### src/rtl/imem_loader.sv
// imem_loader: boot-time instruction-memory writer.
// Receives a framed byte stream (LEN_LO, LEN_HI, 4*N payload bytes, CSUM),
// packs the payload into little-endian 32-bit words and writes them to
// consecutive word addresses from 0. The CPU is held in reset until a load
// finishes with a matching XOR checksum.
module imem_loader #(
  parameter int DEPTH  = 16384,
  parameter int ADDR_W = 14
) (
  input  logic              clk,
  input  logic              rst_n,
  input  logic              start,
  input  logic [7:0]        in_data,
  input  logic              in_valid,
  output logic              in_ready,
  output logic              mem_we,
  output logic [ADDR_W-1:0] mem_addr,
  output logic [31:0]       mem_wdata,
  output logic              busy,
  output logic              done,
  output logic              error,
  output logic              cpu_hold,
  output logic [ADDR_W:0]   words_loaded
);

  typedef enum logic [2:0] {
    S_IDLE,
    S_LEN0,
    S_LEN1,
    S_DATA,
    S_CSUM,
    S_DONE,
    S_ERROR
  } state_t;

  // Depth widened so the 16-bit length field can be compared without loss.
  localparam logic [16:0] DEPTH_L = 17'(DEPTH);

  state_t            state;
  logic [7:0]        len_lo;
  logic [15:0]       len;
  logic [1:0]        lane;
  logic [23:0]       wbuf;
  logic [ADDR_W:0]   word_cnt;
  logic [7:0]        csum;

  logic              take;
  logic [15:0]       len_in;
  logic [ADDR_W:0]   word_nxt;
  logic              last_word;

  assign take      = in_valid & in_ready;
  assign len_in    = {in_data, len_lo};
  assign word_nxt  = word_cnt + 1'b1;
  // len never exceeds DEPTH once in DATA, so its low ADDR_W+1 bits suffice.
  assign last_word = (word_nxt == len[ADDR_W:0]);

  // Load sequencer: frame parsing, word assembly, memory write strobe and
  // registered status outputs. in_ready is set on every transition into a
  // byte-consuming state and cleared on every exit, so it never depends on
  // in_valid combinationally.
  always_ff @(posedge clk) begin
    if (!rst_n) begin
      state        <= S_IDLE;
      in_ready     <= 1'b0;
      busy         <= 1'b0;
      done         <= 1'b0;
      error        <= 1'b0;
      cpu_hold     <= 1'b1;
      mem_we       <= 1'b0;
      mem_addr     <= '0;
      mem_wdata    <= '0;
      words_loaded <= '0;
      word_cnt     <= '0;
      lane         <= '0;
      csum         <= '0;
    end else begin
      mem_we <= 1'b0;
      case (state)
        S_IDLE, S_DONE, S_ERROR: begin
          if (start) begin
            state        <= S_LEN0;
            in_ready     <= 1'b1;
            busy         <= 1'b1;
            done         <= 1'b0;
            error        <= 1'b0;
            cpu_hold     <= 1'b1;
            words_loaded <= '0;
            word_cnt     <= '0;
            lane         <= '0;
            csum         <= '0;
          end
        end
        S_LEN0: begin
          if (take) begin
            len_lo <= in_data;
            state  <= S_LEN1;
          end
        end
        S_LEN1: begin
          if (take) begin
            len <= len_in;
            if ({1'b0, len_in} > DEPTH_L) begin
              state    <= S_ERROR;
              in_ready <= 1'b0;
              busy     <= 1'b0;
              error    <= 1'b1;
            end else if (len_in == 16'd0) begin
              state <= S_CSUM;
            end else begin
              state <= S_DATA;
            end
          end
        end
        S_DATA: begin
          if (take) begin
            csum <= csum ^ in_data;
            lane <= lane + 2'd1;
            case (lane)
              2'd0: wbuf[7:0]   <= in_data;
              2'd1: wbuf[15:8]  <= in_data;
              2'd2: wbuf[23:16] <= in_data;
              default: begin
                // Fourth byte completes the word; the write port has no
                // backpressure, so byte acceptance never stalls here.
                mem_we       <= 1'b1;
                mem_addr     <= word_cnt[ADDR_W-1:0];
                mem_wdata    <= {in_data, wbuf};
                word_cnt     <= word_nxt;
                words_loaded <= word_nxt;
                if (last_word) begin
                  state <= S_CSUM;
                end
              end
            endcase
          end
        end
        S_CSUM: begin
          if (take) begin
            in_ready <= 1'b0;
            busy     <= 1'b0;
            if (in_data == csum) begin
              state    <= S_DONE;
              done     <= 1'b1;
              cpu_hold <= 1'b0;
            end else begin
              state <= S_ERROR;
              error <= 1'b1;
            end
          end
        end
        default: begin
          state <= S_IDLE;
        end
      endcase
    end
  end

endmodule
### config.mk
export PLATFORM = sky130hd
export DESIGN_NAME = imem_loader
export DESIGN_NICKNAME = d
export VERILOG_FILES = /design/src/rtl/imem_loader.sv
export SDC_FILE = /design/constraint.sdc
export NUM_CORES = 1
export LEC_CHECK = 0
export ABC_AREA = 1
export CAP_MARGIN = 20
export CORE_AREA = 3 3 117 119
export DETAILED_ROUTE_END_ITERATION = 6
export DIE_AREA = 0 0 120 122
export GPL_ROUTABILITY_DRIVEN = 1
export SLEW_MARGIN = 20
export SYNTH_ARGS = -nofsm -noshare
export SYNTH_HDL_FRONTEND = slang
export SYNTH_SLANG_ARGS = --single-unit
### constraint.sdc
create_clock -name clk -period 4.7 [get_ports clk]
set_input_delay 0.94 -clock clk [delete_from_list [all_inputs] [get_ports clk]]
set_output_delay 0.94 -clock clk [all_outputs]
set_load 0.005 [all_outputs]
---- Word level (Yosys, flattened, before mapping) ----
Index checks and enable logic that the tools add are counted.
word-level totals
  input bits .............................. 12
  word-level logic and storage cells ...... 102
  register bits after elaboration ......... 126
  output and inout port bits .............. 67
cells by class
  reduce and logical (&&, ||, !) cells .... 21
  add/subtract/negate cells ............... 2
  bitwise operators ....................... 3
  mux-type cells .......................... 39
  equal/unequal tests ..................... 20
  magnitude comparators ................... 1
operator list
  kind                                                                     number
  15-bit 2-to-1 mux                                                        3
  15-bit one-hot mux with 2 select lines                                   1
  3-bit 2-to-1 mux                                                         9
  2-bit inequality test (second input constant)                            10
  4-bit AND reduction                                                      5
  16-bit by 15-bit > comparator with 1-bit output (second input constant)  1
  16-bit zero test                                                         1
  8-bit 2-to-1 mux                                                         2
  8-bit one-hot mux with 2 select lines                                    1
  15-bit by 1-bit adder with 15-bit output (second input constant)         1
  15-bit == test                                                           1
  3-bit one-hot mux with 5 select lines                                    1
  3-bit AND reduction                                                      5
  1-bit 2-to-1 mux                                                         14
  3-bit == test (second input constant)                                    3
  8-bit == test                                                            1
  8-bit XOR                                                                1
  7-bit AND reduction                                                      1
  3-bit by 2-bit == test with 1-bit output (second input constant)         2
  2-bit 2-to-1 mux                                                         3
  1-bit one-hot mux with 3 select lines                                    2
  6-bit AND reduction                                                      1
  3-bit OR reduction                                                       2
  5-bit AND reduction                                                      1
  12 further kinds                                                         14

---- Logic depth before layout (Yosys ltp) ----
Gate-level depths: netlist (run 1).
  depth in word-level cells ............... 6
  mapped depth ............................ 17
  mapped depth without buffers ............ 17

---- Worst setup path after synthesis (run 1) ----
Ideal clock, no wire load.
  path type ............................... input port to flip-flop
  start point ............................. input in_valid
  end point ............................... register len[0], enable pin
  data arrival time ....................... 1.907 ns
  library setup time ...................... 0.386 ns
  stages on the path ...................... 4
  required time ........................... 4.314 ns
  slack ................................... 2.406 ns
  path buffers ............................ 0
  path through ............................ nand2_1 > nor2_1 > inv_1 > nor2_1
between the ends
  longest elaborated chain between the ends .. 2
RTL lines
  element                               RTL line  text
  from (decl)                           14        input logic in_valid,
  1-bit bitwise AND                     52        assign take = in_valid & in_ready;
  3-bit AND reduction (no source line)  --
  to (signal assigned)                  102       len <= len_in;
  to (decl)                             41        logic [15:0] len;
Every way passes these cells.
A chain may end at the register's enable or synchronous reset.

---- Final worst setup path (run 1) ----
  start point ............................. input in_data[1]
  end point ............................... register cpu_hold
between the ends
  longest elaborated chain between the ends .. 3
RTL lines
  element                                 RTL line  text
  from (decl)                             13        input logic [7:0] in_data,
  8-bit == test                           142       if (in_data == csum) begin
  2-bit inequality test (no source line)  --
  4-bit AND reduction (no source line)    --
  to (signal assigned)                    69        cpu_hold <= 1'b1;
  to (signal assigned)                    87        cpu_hold <= 1'b1;
  to (signal assigned)                    145       cpu_hold <= 1'b0;
  to (decl)                               22        output logic cpu_hold,
Every way passes these cells.

==> results of run 1 <==
layout make-up:
cell class	count	area [sq um]
sequential	126	2993
inverter	47	176.4
tap	172	215.2
fill	1192	5849
clock buffer	22	454.2
clock inverter	10	163.9
timing repair buffer	83	820.8
multi-input combinational	400	1998
critical path: stages:
cell             delay [ps]
clkdlybuf4s50_1         690
xor2_1                  300
nor4_1                  470
a31oi_1                 180
nand3b_1                240
nand2_1                  90
nand3_1                  60
through the flow:
step / instance area (sq um) / std cells / utilization
2_1_floorplan: 5275 / 595 / -
3_3_place_gp: 6188 / 827 / 0.4884
3_5_place_dp: 6188 / 827 / 0.4884
4_1_cts: 6807 / 859 / 0.5372
5_1_grt: 6822 / 860 / 0.5384
6_report: 6822 / 860 / 0.5384
cells by family (layout without fill, tap and decap cells):
family,count (synthesis),after routing,synth area share
AOI/OAI and AO/OA,109,109,0.1110
xor gates and xnor gates,12,12,0.01992
adders and majority gates,5,5,0.01186
buffers and inverters,69,162,0.05597
DFF,126,126,0.5674
and+or+nand+nor,274,274,0.2339
registers in the layout, summed over array words and instances, names as in the netlist, 2 cells and up:
register   cells
lane           2
state          3
mem_addr      14
len_lo         8
wbuf          24
csum           8
len           15
word_cnt      15
mem_wdata     32
cells in the final DEF, fill, tap and decap left out, drive strengths merged, types with 7 or more instances in the layout:
cell / n
a21oi: 84
clkbuf: 22
clkdlybuf4s50: 77
dfxtp: 79
edfxtp: 47
inv: 46
nand2: 110
nand3: 35
nand4: 11
nor2: 102
o21ai: 14
xor2: 7
power groups by stage:
stage               sequential [mW]  combinational [mW]  clock [mW]
floorplan                      1.24               0.340           0
global placement               1.24               0.441           0
detailed placement             1.25               0.454           0
CTS                            1.22               0.456        1.38
global route                   1.23               0.516        1.43
finish                         1.22               0.454        1.36
path summary, 6_finish.rpt:
check,from,endpoint,slack (ps),cells after the start
max,in_data[1],cpu_hold,2020,7
min,done,done,450,2
max reg2reg,state[0],mem_wdata[28],2200,9
min reg2reg,done,done,450,2
metal layers:
layer  GRT usage  up-vias  part of all wire
li1            -     2153                 -
met1      0.2388     1999              0.45
met2      0.2933      137              0.47
met3     0.04318       17             0.064
met4     0.07588        0             0.018
met5           0        -                 0
==> impl_metrics.py, run 1 <==
metrics = {
    "run_status": {
        "status": "finished, final reports clean",
    },
    "grt": {
        "grt_pass1_wl_um": 20780,
        "grt_pass1_vias": 4021,
        "track_usage": 0.1829,
        "grt_max_degree": 56,
        "grt_antenna_before_repair": 0,
        "grt_remaining_overflow": 0,
    },
    "sta": {
        "final.min_clock_period_ps": 2684,
        "setup_ws_ps": 2016,
        "fin_skew_ps": 6.847,
        "fin_hold_ws_ps": 448.6,
        "max_freq_ghz": 0.3726,
        "finalHoldViolCount": 0,
        "post-route-period-util": 0.5710,
        "drv_slew": 0,
        "setup_tns_ps": 0,
        "worst_pin_slew_ps": 836.1,
        "setup_violations": 0,
        "rsz0062_at_grt": "false",
        "slew_headroom": 0.4420,
    },
    "clocking": {
        "clk_pin_slew_ps": 50,
        "clk_latency_ps": 420,
        "numCtsBuffers": 17,
        "cts_root_buffer": "clkbuf_16",
        "cts.path.max_buffers": 2,
        "cts_tree": "yes",
        "post_cts_buffers": 0,
        "ctsHtreeMaxLevel": 4,
        "cts_hold_buf": 0,
        "cts_resized": 0,
        "clock-sinks": 126,
    },
    "synth": {
        "yosysSeqAreaShare": 0.5674,
        "synth.area.top_cells": "dfxtp_1 30%, edfxtp_1 27%, a21oi_1 8.0%",
        "yosys.area.top_type": "dfxtp_1",
        "netlist_area_sq_um": 5275,
        "syn-mean-instance-area_sq_um": 8.866,
        "synthDistinctLibCells": 36,
        "ys.flop_type": "dfxtp_1",
        "synthTopCellsByCount": "103 x nand2_1, 95 x nor2_1, 84 x a21oi_1",
        "yosysMostFrequentCell": "nand2_1",
        "yosys_warnings": 0,
        "synth_edf_count": 47,
        "syn-num-nets": 612,
        "synth.top_cell.area_share": 0.2998,
        "syn_inst": 595,
        "synth-seq-cells": 126,
        "synthArstFlopShare": 0,
    },
    "placement": {
        "dp_hpwl_um": 8891,
        "place_congestion": 0.9018,
        "dpl_worst_slack_ps": 1579,
        "io_buffers": 78,
    },
    "drt": {
        "drc": 0,
        "vias": 4306,
        "routed_wl_um": 12920,
        "via_per_inst": 5.007,
        "drtIter0Drc": 212,
        "dr.pass1.iters": 5,
        "postRouteAntennaNets": 0,
        "detail_route.wl_per_cell_um": 15.02,
    },
    "power": {
        "finalPower_mw": 3.039,
        "comb_power_share": 0.149,
        "p_sw_frac": 0.2615,
        "intPower_mw": 2.244,
        "switching_power_uw": 794.7,
        "max-vdd-ir-drop_mv": 0.2435,
        "p_seq_frac": 0.403,
        "clkPwrFrac": 0.448,
        "p_per_area_nw_per_um2": 445.5,
        "leakage_nw": 2.667,
    },
    "setup_path": {
        "path_class": "in -> reg",
        "crit_path_start_kind": "input port",
        "critPathMaxFanout": 8,
        "cp-end-kind": "flip-flop",
        "required_ps": 4970,
        "cp.arrival_ps": 2960,
    },
    "floorplanning": {
        "core_area_sq_um": 12670,
        "dieArea_sq_um": 14640,
        "pin_count": 79,
        "fp.dieH_um": 122,
        "core.rowCount": 41,
        "fp.dieW_um": 120,
        "start_util": 0.4163,
    },
    "finish": {
        "drive_gt1_frac": 0.08866,
        "final_nets": 692,
        "diodes": 0,
        "synthToLayoutAreaGrowth_pct": 29.32,
    },
    "min_path": {
        "hp-class": "reg -> reg",
    },
    "run": {
        "maxCapViolCount": 0,
    },
}
(Power assumes the default switching activity.)
==> run 2: changes to the inputs <==
Clock period 4.7 ns to 2.61 ns, I/O delays scaled along.
==> run 2 against run 1 <==
  * Utilization rose by 0.63 points
  * Die area did not move
  * Non-clock buffer count rose by 15
  * Cell area rose by 1.2%
==> impl_metrics.py, run 2 (same netlist as run 1, synthesis figures left out) <==
metrics = {
    "drt": {
        "detail_route.wl_per_cell_um": 15.47,
        "met3_length_um": 640,
        "via_per_inst": 5.018,
        "met2_length_um": 6626,
        "drtIter0Drc": 318,
        "drc": 0,
        "postRouteAntennaNets": 0,
        "wl_met1_um": 6063,
        "routed_wl_um": 13540,
        "dr.pass1.iters": 5,
        "topRoutingLayerUsed": "met4",
        "vias": 4391,
    },
    "setup_path": {
        "r2r_slack_ps": 420,
        "cp.arrival_ps": 2530,
        "cp-end-kind": "flip-flop",
        "reg2reg_from": "word_cnt[0]",
        "crit_path_start_kind": "flip-flop",
        "required_ps": 2960,
        "ff2ff_path_depth": 15,
        "critical_path_buf_inv_count": 1,
        "cp_top_family": "simple AND/OR/NAND/NOR gates",
        "crit_path_frequent_cell": "nand2_1",
        "r2r_end": "state[1]",
        "crit_slowest_cell": "dfxtp_1",
        "path_class": "reg -> reg",
        "slowest_delay_ps": 460,
        "crit_chain": "ha_1, nand2_4, nor2_4, nand2_2, clkinv_1, nand4_1, nand3b_1, nand2_1, nor2_1, nand3_1, nand2_1, nand2_2, nand2_1, nand2_1, nor2_1",
        "critPathMaxFanout": 6,
    },
    "finish": {
        "multi_input_area_sq_um": 1998,
        "fin_util": 0.5447,
        "seq_area_sq_um": 2993,
        "final_common_cell": "nand2_1",
        "synthToLayoutAreaGrowth_pct": 30.83,
        "drive_gt1_frac": 0.1095,
        "final_nets": 707,
        "top_register": "mem_wdata",
        "largest_register_ffs": 32,
        "layout.cells.most_common_list": "103 x nand2_1, 95 x nor2_1, 84 x a21oi_1, 79 x dfxtp_1, 77 x clkdlybuf4s50_1",
        "diodes": 0,
        "fin_cells": 875,
        "fill_cells": 1193,
        "top_regs": "mem_wdata: 32 flops, wbuf: 24 flops",
    },
    "floorplanning": {
        "pin_count": 79,
        "core_area_sq_um": 12670,
        "fp.dieW_um": 120,
        "fp.dieH_um": 122,
        "core.rowCount": 41,
        "start_util": 0.4163,
        "dieArea_sq_um": 14640,
    },
    "sta": {
        "post-route-period-util": 0.8386,
        "worst_pin_slew_ps": 573.3,
        "slew_headroom": 0.6178,
        "final.min_clock_period_ps": 2189,
        "fin_skew_ps": 8.726,
        "finalHoldViolCount": 0,
        "rsz0062_at_grt": "false",
        "setup_violations": 0,
        "fin_hold_ws_ps": 450.2,
        "setup_tns_ps": 0,
        "drv_slew": 0,
        "max_freq_ghz": 0.4569,
    },
    "power": {
        "switching_power_mw": 1.442,
        "p_sw_frac": 0.2718,
        "max-vdd-ir-drop_mv": 0.4965,
        "leakage_nw": 2.720,
        "intPower_mw": 3.862,
        "comb_power_share": 0.156,
        "p_per_area_nw_per_um2": 768.5,
        "p_seq_frac": 0.416,
        "clkPwrFrac": 0.428,
    },
    "clocking": {
        "clk_pin_slew_ps": 60,
        "cts_root_buffer": "clkbuf_16",
        "cts_resized": 0,
        "numCtsBuffers": 17,
        "ctsHtreeMaxLevel": 4,
        "cts_tree": "yes",
        "cts.path.max_buffers": 2,
        "clock-sinks": 126,
        "cts_hold_buf": 0,
        "clk_latency_ps": 410,
        "post_cts_buffers": 0,
    },
    "min_path": {
        "hp-start": "error",
        "holdPathStages": 2,
        "hp-class": "reg -> reg",
        "hold_end": "error",
    },
    "grt": {
        "grt_antenna_before_repair": 0,
        "grt_max_degree": 56,
        "grt_pass1_vias": 4225,
        "grt_remaining_overflow": 0,
        "track_usage": 0.1914,
        "grt_pass1_wl_um": 21740,
    },
    "run": {
        "maxCapViolCount": 0,
    },
    "placement": {
        "placed_cells": 843,
        "dp_hpwl_um": 9430,
        "io_buffers": 78,
        "place_congestion": 0.8526,
    },
    "run_status": {
        "status": "finished, final reports clean",
    },
}
## run 2: worst max-delay path by stage
stage	slack [ps]	cells past startpoint	endpoint	start
after floorplan	730	4	len[0]	in_valid
after global placement	180	8	done	in_data[5]
after detailed placement	100	8	done	in_data[0]
after CTS	410	15	state[2]	word_cnt[0]
after global routing	150	15	state[1]	word_cnt[0]
final	420	15	state[1]	word_cnt[0]
## run 2: final cells by class
class / instances / share of cell area
multi-input cells: 400 / 0.2895
repair buffers: 98 / 0.1360
inverters: 47 / 0.02556
clock inverters: 11 / 0.01269
flip-flops and latches: 126 / 0.4336
well taps: 172 / 0.03118
clock buffers: 21 / 0.07143
## run 2: per-layer routing
metal  track usage  vias up
met4       0.07087        0
li1              -     2191
met5             0        -
met3       0.04782       16
met2        0.3210      121
met1        0.2401     2063
## run 2: power groups by stage
stage / clock network [mW] / logic [mW] / registers, mW
after floorplan: 0 / 0.612 / 2.23
after global placement: 0 / 0.813 / 2.24
after detailed placement: 0 / 0.831 / 2.25
after CTS: 2.31 / 0.835 / 2.21
after global routing: 2.41 / 0.944 / 2.22
final: 2.27 / 0.825 / 2.21
## run 2: stage by stage
| stage | setup slack [ps] | total power [mW] | area [sq um] |
|---|---|---|---|
| 2_1_floorplan | 734.5 | 2.847 | 5275 |
| 6_report | 421.3 | 5.304 | 6902 |
| 4_1_cts | 410.5 | 5.355 | 6902 |
| 3_3_place_gp | 180.0 | 3.057 | 6321 |
| 3_5_place_dp | 102.6 | 3.080 | 6321 |
| 5_1_grt | 150.4 | 5.571 | 6902 |
## run 2: worst register-to-register path: stages, from the launching register on
cell	delay (ps)
dfxtp_1	460
ha_1	260
nand2_4	100
nor2_4	190
nand2_2	90
clkinv_1	50
nand4_1	140
nand3b_1	130
nand2_1	60
nor2_1	90
nand3_1	120
nand2_1	100
nand2_2	90
nand2_1	80
nand2_1	40
nor2_1	110
